<file path="src/rtl/servo_pkg.sv">
// Shared definitions for the servo slew scheduler: position/step widths,
// scheduler state encoding and the command position clamp.
package servo_pkg;

    localparam int POS_W  = 10;
    localparam int STEP_W = 4;

    typedef enum logic [0:0] {
        S_IDLE   = 1'b0,
        S_UPDATE = 1'b1
    } state_e;

    // Saturate an incoming command position into the legal servo travel.
    function automatic logic [POS_W-1:0] clamp_pos(
        input logic [POS_W-1:0] p,
        input logic [POS_W-1:0] lo,
        input logic [POS_W-1:0] hi
    );
        if (p < lo) begin
            return lo;
        end
        if (p > hi) begin
            return hi;
        end
        return p;
    endfunction

endpackage

</file>
<file path="src/rtl/servo_slew_sched_if.sv">
// Command port of the servo slew scheduler: valid/ready transfer of
// channel, target position and slew step, plus the bad-channel error pulse.
interface servo_slew_sched_if #(
    parameter int CH_W = 2
);
    import servo_pkg::*;

    logic              cmd_valid;
    logic              cmd_ready;
    logic [CH_W-1:0]   cmd_ch;
    logic [POS_W-1:0]  cmd_pos;
    logic [STEP_W-1:0] cmd_step;
    logic              cmd_err;

    modport master (
        output cmd_valid, cmd_ch, cmd_pos, cmd_step,
        input  cmd_ready, cmd_err
    );

    modport slave (
        input  cmd_valid, cmd_ch, cmd_pos, cmd_step,
        output cmd_ready, cmd_err
    );

endinterface

</file>
<file path="src/rtl/servo_frame_timer.sv">
// Free-running frame counter; frame_tick marks the last cycle of every
// FRAME_CYC-cycle frame (one PWM period).
module servo_frame_timer #(
    parameter int FRAME_CYC = 1048576
) (
    input  logic clk,
    input  logic clr,
    output logic frame_tick
);

    localparam int CNT_W = (FRAME_CYC > 2) ? $clog2(FRAME_CYC) : 1;
    localparam logic [CNT_W-1:0] CNT_LAST = CNT_W'(FRAME_CYC - 1);

    logic [CNT_W-1:0] r_cnt;
    logic             w_last;

    assign w_last     = (r_cnt == CNT_LAST);
    assign frame_tick = w_last;

    always_ff @(posedge clk) begin
        if (clr) begin
            r_cnt <= '0;
        end else if (w_last) begin
            r_cnt <= '0;
        end else begin
            r_cnt <= r_cnt + CNT_W'(1);
        end
    end

endmodule

</file>
<file path="src/rtl/servo_slew_sched.sv">
// Multi-channel servo command scheduler: stores per-channel target and slew
// step, and once per frame sweeps all channels through one shared slew adder.
module servo_slew_sched
    import servo_pkg::*;
#(
    parameter int NUM_CH    = 4,
    parameter int FRAME_CYC = 1048576,
    parameter int POS_MIN   = 0,
    parameter int POS_MAX   = 1023,
    parameter int POS_RST   = 512
) (
    input  logic                    clk,
    input  logic                    clr,
    servo_slew_sched_if.slave       cmd,
    output logic [NUM_CH*POS_W-1:0] pos_out,
    output logic [NUM_CH-1:0]       busy,
    output logic                    frame_tick
);

    localparam int CH_W = (NUM_CH > 1) ? $clog2(NUM_CH) : 1;
    localparam logic [0:0]        ST_IDLE   = S_IDLE;
    localparam logic [0:0]        ST_UPDATE = S_UPDATE;
    localparam logic [CH_W-1:0]   IDX_LAST  = CH_W'(NUM_CH - 1);
    localparam logic [POS_W-1:0]  P_LO      = POS_W'(POS_MIN);
    localparam logic [POS_W-1:0]  P_HI      = POS_W'(POS_MAX);
    localparam logic [POS_W-1:0]  P_RST     = POS_W'(POS_RST);

    logic [POS_W-1:0]  r_cur  [NUM_CH];
    logic [POS_W-1:0]  r_tgt  [NUM_CH];
    logic [STEP_W-1:0] r_step [NUM_CH];
    logic [NUM_CH-1:0] r_busy;
    logic              r_err;
    logic [0:0]        r_state;
    logic [CH_W-1:0]   r_idx;

    logic              w_xfer;
    logic              w_bad;
    logic              w_wr;
    logic [POS_W-1:0]  w_clamped;
    logic [POS_W-1:0]  w_cur_sel;
    logic [POS_W-1:0]  w_tgt_sel;
    logic [STEP_W-1:0] w_step_sel;
    logic [POS_W-1:0]  w_next;

    // Move cur toward tgt by at most step, saturating on tgt so it never overshoots.
    function automatic logic [POS_W-1:0] slew_next(
        input logic [POS_W-1:0]  cur,
        input logic [POS_W-1:0]  tgt,
        input logic [STEP_W-1:0] step
    );
        logic signed [POS_W+1:0] s_cur;
        logic signed [POS_W+1:0] s_tgt;
        logic signed [POS_W+1:0] s_stp;
        logic signed [POS_W+1:0] s_up;
        logic signed [POS_W+1:0] s_dn;
        s_cur = signed'({2'b00, cur});
        s_tgt = signed'({2'b00, tgt});
        s_stp = signed'({{(POS_W+2-STEP_W){1'b0}}, step});
        s_up  = s_cur + s_stp;
        s_dn  = s_cur - s_stp;
        if (step == '0) begin
            return tgt;
        end
        if (s_cur < s_tgt) begin
            return (s_up > s_tgt) ? tgt : s_up[POS_W-1:0];
        end
        if (s_cur > s_tgt) begin
            return (s_dn < s_tgt) ? tgt : s_dn[POS_W-1:0];
        end
        return cur;
    endfunction

    servo_frame_timer #(
        .FRAME_CYC (FRAME_CYC)
    ) u_timer (
        .clk        (clk),
        .clr        (clr),
        .frame_tick (frame_tick)
    );

    // Only channel codes that can exceed NUM_CH need a range check.
    generate
        if ((1 << CH_W) > NUM_CH) begin : g_chk
            assign w_bad = (cmd.cmd_ch >= CH_W'(NUM_CH));
        end else begin : g_nochk
            assign w_bad = 1'b0;
        end
    endgenerate

    assign cmd.cmd_ready = (r_state == ST_IDLE);
    assign cmd.cmd_err   = r_err;
    assign w_xfer        = cmd.cmd_valid & cmd.cmd_ready;
    assign w_wr          = w_xfer & ~w_bad;
    assign w_clamped     = clamp_pos(cmd.cmd_pos, P_LO, P_HI);

    assign w_cur_sel  = r_cur[r_idx];
    assign w_tgt_sel  = r_tgt[r_idx];
    assign w_step_sel = r_step[r_idx];
    assign w_next     = slew_next(w_cur_sel, w_tgt_sel, w_step_sel);

    assign busy = r_busy;

    generate
        for (genvar k = 0; k < NUM_CH; k++) begin : g_pos
            assign pos_out[k*POS_W +: POS_W] = r_cur[k];
        end
    endgenerate

    always_ff @(posedge clk) begin
        if (clr) begin
            r_state <= ST_IDLE;
            r_idx   <= '0;
            r_err   <= 1'b0;
            r_busy  <= '0;
            for (int k = 0; k < NUM_CH; k++) begin
                r_cur[k]  <= P_RST;
                r_tgt[k]  <= P_RST;
                r_step[k] <= '0;
            end
        end else begin
            r_err <= w_xfer & w_bad;
            if (r_state == ST_IDLE) begin
                if (w_wr) begin
                    r_tgt[cmd.cmd_ch]  <= w_clamped;
                    r_step[cmd.cmd_ch] <= cmd.cmd_step;
                    if (cmd.cmd_step == '0) begin
                        r_cur[cmd.cmd_ch]  <= w_clamped;
                        r_busy[cmd.cmd_ch] <= 1'b0;
                    end else begin
                        r_busy[cmd.cmd_ch] <= (w_clamped != r_cur[cmd.cmd_ch]);
                    end
                end
                if (frame_tick) begin
                    r_state <= ST_UPDATE;
                    r_idx   <= '0;
                end
            end else begin
                // One channel per cycle through the shared slew adder.
                r_cur[r_idx]  <= w_next;
                r_busy[r_idx] <= (w_next != w_tgt_sel);
                if (r_idx == IDX_LAST) begin
                    r_state <= ST_IDLE;
                    r_idx   <= '0;
                end else begin
                    r_idx <= r_idx + CH_W'(1);
                end
            end
        end
    end

endmodule

</file>
<file path="src/flat_wrapper.sv">
// flat-port wrapper written by rule: the top's interface ports become plain ports
module servo_slew_sched_flat import servo_pkg::*;
#(
    parameter int NUM_CH    = 4,
    parameter int FRAME_CYC = 1048576,
    parameter int POS_MIN   = 0,
    parameter int POS_MAX   = 1023,
    parameter int POS_RST   = 512
)
  (clk, clr, pos_out, busy, frame_tick, cmd_cmd_valid, cmd_cmd_ch, cmd_cmd_pos, cmd_cmd_step, cmd_cmd_ready, cmd_cmd_err);
  servo_slew_sched_if #(.CH_W(2)) cmd_i ();
  input  logic clk;
  input  logic clr;
  output logic [NUM_CH*POS_W-1:0] pos_out;
  output logic [NUM_CH-1:0] busy;
  output logic frame_tick;
  input wire logic [$bits(cmd_i.cmd_valid)-1:0] cmd_cmd_valid;
  input wire logic [$bits(cmd_i.cmd_ch)-1:0] cmd_cmd_ch;
  input wire logic [$bits(cmd_i.cmd_pos)-1:0] cmd_cmd_pos;
  input wire logic [$bits(cmd_i.cmd_step)-1:0] cmd_cmd_step;
  output wire logic [$bits(cmd_i.cmd_ready)-1:0] cmd_cmd_ready;
  output wire logic [$bits(cmd_i.cmd_err)-1:0] cmd_cmd_err;
  assign cmd_i.cmd_valid = cmd_cmd_valid;
  assign cmd_i.cmd_ch = cmd_cmd_ch;
  assign cmd_i.cmd_pos = cmd_cmd_pos;
  assign cmd_i.cmd_step = cmd_cmd_step;
  assign cmd_cmd_ready = cmd_i.cmd_ready;
  assign cmd_cmd_err = cmd_i.cmd_err;
  servo_slew_sched #(.NUM_CH(NUM_CH), .FRAME_CYC(FRAME_CYC), .POS_MIN(POS_MIN), .POS_MAX(POS_MAX), .POS_RST(POS_RST)) u_core (.clk(clk), .clr(clr), .cmd(cmd_i), .pos_out(pos_out), .busy(busy), .frame_tick(frame_tick));
endmodule
</file>
<file path="config.mk">
export PLATFORM = sky130hd
export DESIGN_NAME = servo_slew_sched_flat
export DESIGN_NICKNAME = d
export VERILOG_FILES = /design/src/rtl/servo_pkg.sv /design/src/rtl/servo_slew_sched_if.sv /design/src/rtl/servo_frame_timer.sv /design/src/rtl/servo_slew_sched.sv /design/src/flat_wrapper.sv
export SDC_FILE = /design/constraint.sdc
export NUM_CORES = 1
export LEC_CHECK = 0
export CAP_MARGIN = 20
export CORE_MARGIN = 2
export CORE_UTILIZATION = 25
export DETAILED_ROUTE_END_ITERATION = 12
export DONT_BUFFER_PORTS = 1
export PLACE_DENSITY_LB_ADDON = 0.15
export SLEW_MARGIN = 20
export SYNTH_ARGS = -nofsm -noshare
export SYNTH_HDL_FRONTEND = slang
export SYNTH_SLANG_ARGS = --single-unit
</file>
<file path="constraint.sdc">
create_clock -name clk -period 9.01 [get_ports clk]
set_input_delay 1.3515 -clock clk [delete_from_list [all_inputs] [get_ports clk]]
set_output_delay 1.3515 -clock clk [all_outputs]
set_load 0.02 [all_outputs]
</file>
==> impl_results.md <==
* Clock Tree Root: clkbuf_16
* Detail Route met2 WL at around 12000 um
* Synth area leaders: edfxtp_1, mux4_2, dfxtp_1
* Reg2Reg Setup Slack at 2.19 ns
* Hold depth at 1
* Count leader, synth: edfxtp_1
* TritonCTS clock tree: done
* Max Freq at 0.147 GHz
* Layout area overhead at 13.9%
* Sequential share of power at approximately 40%
* Vias in the first global route at approximately 6100
* Hold WC Path Type: flip-flop to flip-flop
* Clock edge transition at the registers on the reported setup and hold paths at 0.06 ns
* Post-Syn Instances at 775
* Inserted Diodes at 0
* Congestion Overflow GR at 0
* Hold Path End: u_core.u_timer.r_cnt[0]
* 1st-iter DRT viols at ~440
* PwrDens at around 180 mW/mm^2
* First drt pass iteration count at 5
* Internal at about 1200 uW
* Max-slew violation count at 0
* Setup WS post-layout at about 2.2 ns
* Kind of critical path: flip-flop to flip-flop
* Post-route DRC violation count at 0
* Largest net degree at the start of global routing at 36
* #FFs+latches synth at about 130
* R2r endpoint: u_core.busy[2]
* Nets at 831
* Setup TNS at 0 ns
* Leak pwr at 0.00336 uW
* Initial Util at between 20% and 30%
* Site row count at between 60 and 70
* Synth async-reset ratio at 0%
* Die W at between 150 and 200 um
* Remaining antenna violation count after routing at 0
* Finish-stage setup viols at 0
* RSZ-0062 raised after global routing: no
* HP Start: u_core.u_timer.r_cnt[0]
* First-pass GRT wire length at 39800 um
* Post-CTS Setup Repair Bufs at 0
* Synth top area share at 36.0%
* Worst-path fanout max at 14
* Avg Synthesized Cell Area at ~10 um^2
* Critical Path RT at around 9.3 ns
* WL met1 at between 10000 and 15000 um
* Cell Area, Synth at between 0.008 and 0.009 mm^2
* Clock period minus worst slack at 6.82 ns
* Synth warnings at 0
* Number of CTS-inserted buffers at 17
* Largest area contributor in the netlist: edfxtp_1
* Layout cells sized above 1 at 12.4%
* Type of origin of the critical path: flip-flop
* Net Sw Frac at ~25%
* CTS resizes at 0
* Max-Slew Margin vs Limit at 41.0%
* Count of cell types in the netlist at approximately 70
* Final Wtd Congestion at about 0.87
* Clk Latency, worst-skew pair at around 0.42 ns
* Max layer used: met4
* Sequential area share after synthesis at a little over two fifths
* Via count at 6166
* Vias/cell at between 5 and 6
* Register-to-Register Path Depth at 18
* Top_reg_cell synth: edfxtp_1
* Net Sw Power at ~420 uW
* # hold bufs at CTS at 0
* Logic pwr share at between 10 and 15%
* Clock buffer depth at 2
* Synth Net Count at around 840
* Final Hold Viols at 0
* Global-route usage over all layers at about 16%
* Status: finished clean
* Die footprint at around 0.034 mm^2
* Worst vdd ir at ~110 uV
* Clk sinks at 125
* Drt wl/cell at around 22 um
* Initial antenna violation count at 0
* CP Capture Type: flip-flop
* Worst slew pin tran at approximately 0.88 ns
* Routed wire length at between 20000 and 30000 um
* Clock network power share at between 40% and 50%
* I/O Buffers at 0
* Number of max-cap violations at 0
* H-tree Lvls at 4
* Core Area at between 0.03 and 0.04 mm^2
* I/O Pins at 66
* Crit path DAT at approximately 7 ns
* Period utilization at around three quarters
* EDFF count, synth at 96
* Most common library cells after synthesis: edfxtp_1, nor2_1, nand2_1, inv_1, ha_1
* Max Clock Skew at 0.0100 ns
* Final HPWL DP at around 20000 um
* Die Ht at 183 um
* Pre-CTS setup slack at 2.20 ns
* Met3 routed WL at roughly 1700 um
placed cells by master, fill, tap and decap left out, types with 5 or more instances in the layout:
master / instances
edfxtp_1: 96
nor2_1: 90
nand2_1: 57
inv_1: 45
ha_1: 42
a21oi_1: 36
mux4_2: 30
and3_1: 28
dfxtp_1: 28
o21ai_0: 27
xor2_1: 24
xnor2_1: 23
clkbuf_16: 22
nand3_1: 19
nor3_1: 19
and2_1: 17
buf_4: 14
a31oi_1: 10
nand2b_1: 9
a211oi_1: 9
nand4_1: 8
o22ai_1: 8
nor2b_1: 7
a221oi_1: 7
o211ai_1: 6
or3_1: 5
clkbuf_8: 5
through the flow:
stage | std cells | util [%] | power [uW] | cell area [um^2] | hold WS [ns]
CTS | 1183 | 28.9 | 1660 | 9130 | 0.471
global placement | 1151 | 26.8 | 907 | 8460 | 0.445
floorplan | 775 | - | 835 | 8020 | 0.426
finish | 1183 | 28.9 | 1650 | 9130 | 0.458
detailed placement | 1151 | 26.8 | 904 | 8460 | 0.457
global route | 1183 | 28.9 | 1710 | 9130 | 0.499
flip-flops by register name, indices dropped and copies added (netlist names), named ones only:
name	cells
u_core.r_state	1
u_core.r_tgt	40
u_core.r_cur	40
u_core.r_idx	2
u_core.r_step	16
u_core.busy	4
u_core.u_timer.r_cnt	20
worst max-delay path, cell delays in order, from the launching register on:
cell and delay [ns]:
dfxtp_2 0.59, buf_4 0.37, mux4_2 0.71, fa_1 0.48, a21o_1 0.23, a2111oi_2 0.63, nand2_1 0.13, xnor2_1 0.28
ha_1 0.30, nand4_1 0.10, a2111oi_0 0.10, a221oi_1 0.79, o21ai_0 0.18, a221oi_1 0.39, a21bo_2 0.27, and3_1 0.17
a311o_2 0.33, nor4_4 0.45, a31oi_1 0.14
power groups by stage:
stage / clock [uW] / combinational (uW) / sequential (uW)
4_1_cts: 765 / 227 / 666
3_5_place_dp: 0 / 225 / 678
2_1_floorplan: 0 / 163 / 671
5_1_grt: 791 / 249 / 668
3_3_place_gp: 0 / 229 / 679
6_report: 753 / 229 / 666
layer usage:
metal	global-route usage [%]	vias to the layer above
met4	4.58	0
met5	0	-
li1	-	2867
met3	3.14	28
met1	22.3	3050
met2	25.1	221
worst max path at each step:
stage,from,end
floorplan,flip-flop,u_core.busy[0]
global placement,flip-flop,u_core.busy[2]
detailed placement,flip-flop,u_core.busy[3]
CTS,flip-flop,u_core.busy[0]
global route,flip-flop,u_core.busy[2]
finish,flip-flop,u_core.busy[2]
kinds of logic after synthesis:
group / Yosys count / synth area share (%)
xor gates and xnor gates: 47 / 5.13
muxes: 38 / 9.88
DFF: 125 / 43.2
and+or+nand+nor: 282 / 17.5
adders and majority gates: 44 / 7.05
buffers and inverters: 86 / 4.43
other: 1 / 0.0468
AOI/OAI and AO/OA: 152 / 12.7
area by class of cell:
cell class                 count  area (um^2)
clock buffer                  28          623
clock inverter                 4         51.3
multi-input combinational    564         4210
tap                          402          503
inverter                      46          173
fill                        3317        22400
timing repair buffer          14          105
sequential                   125         3460
No activity file was read; power rests on OpenSTA's default activity.
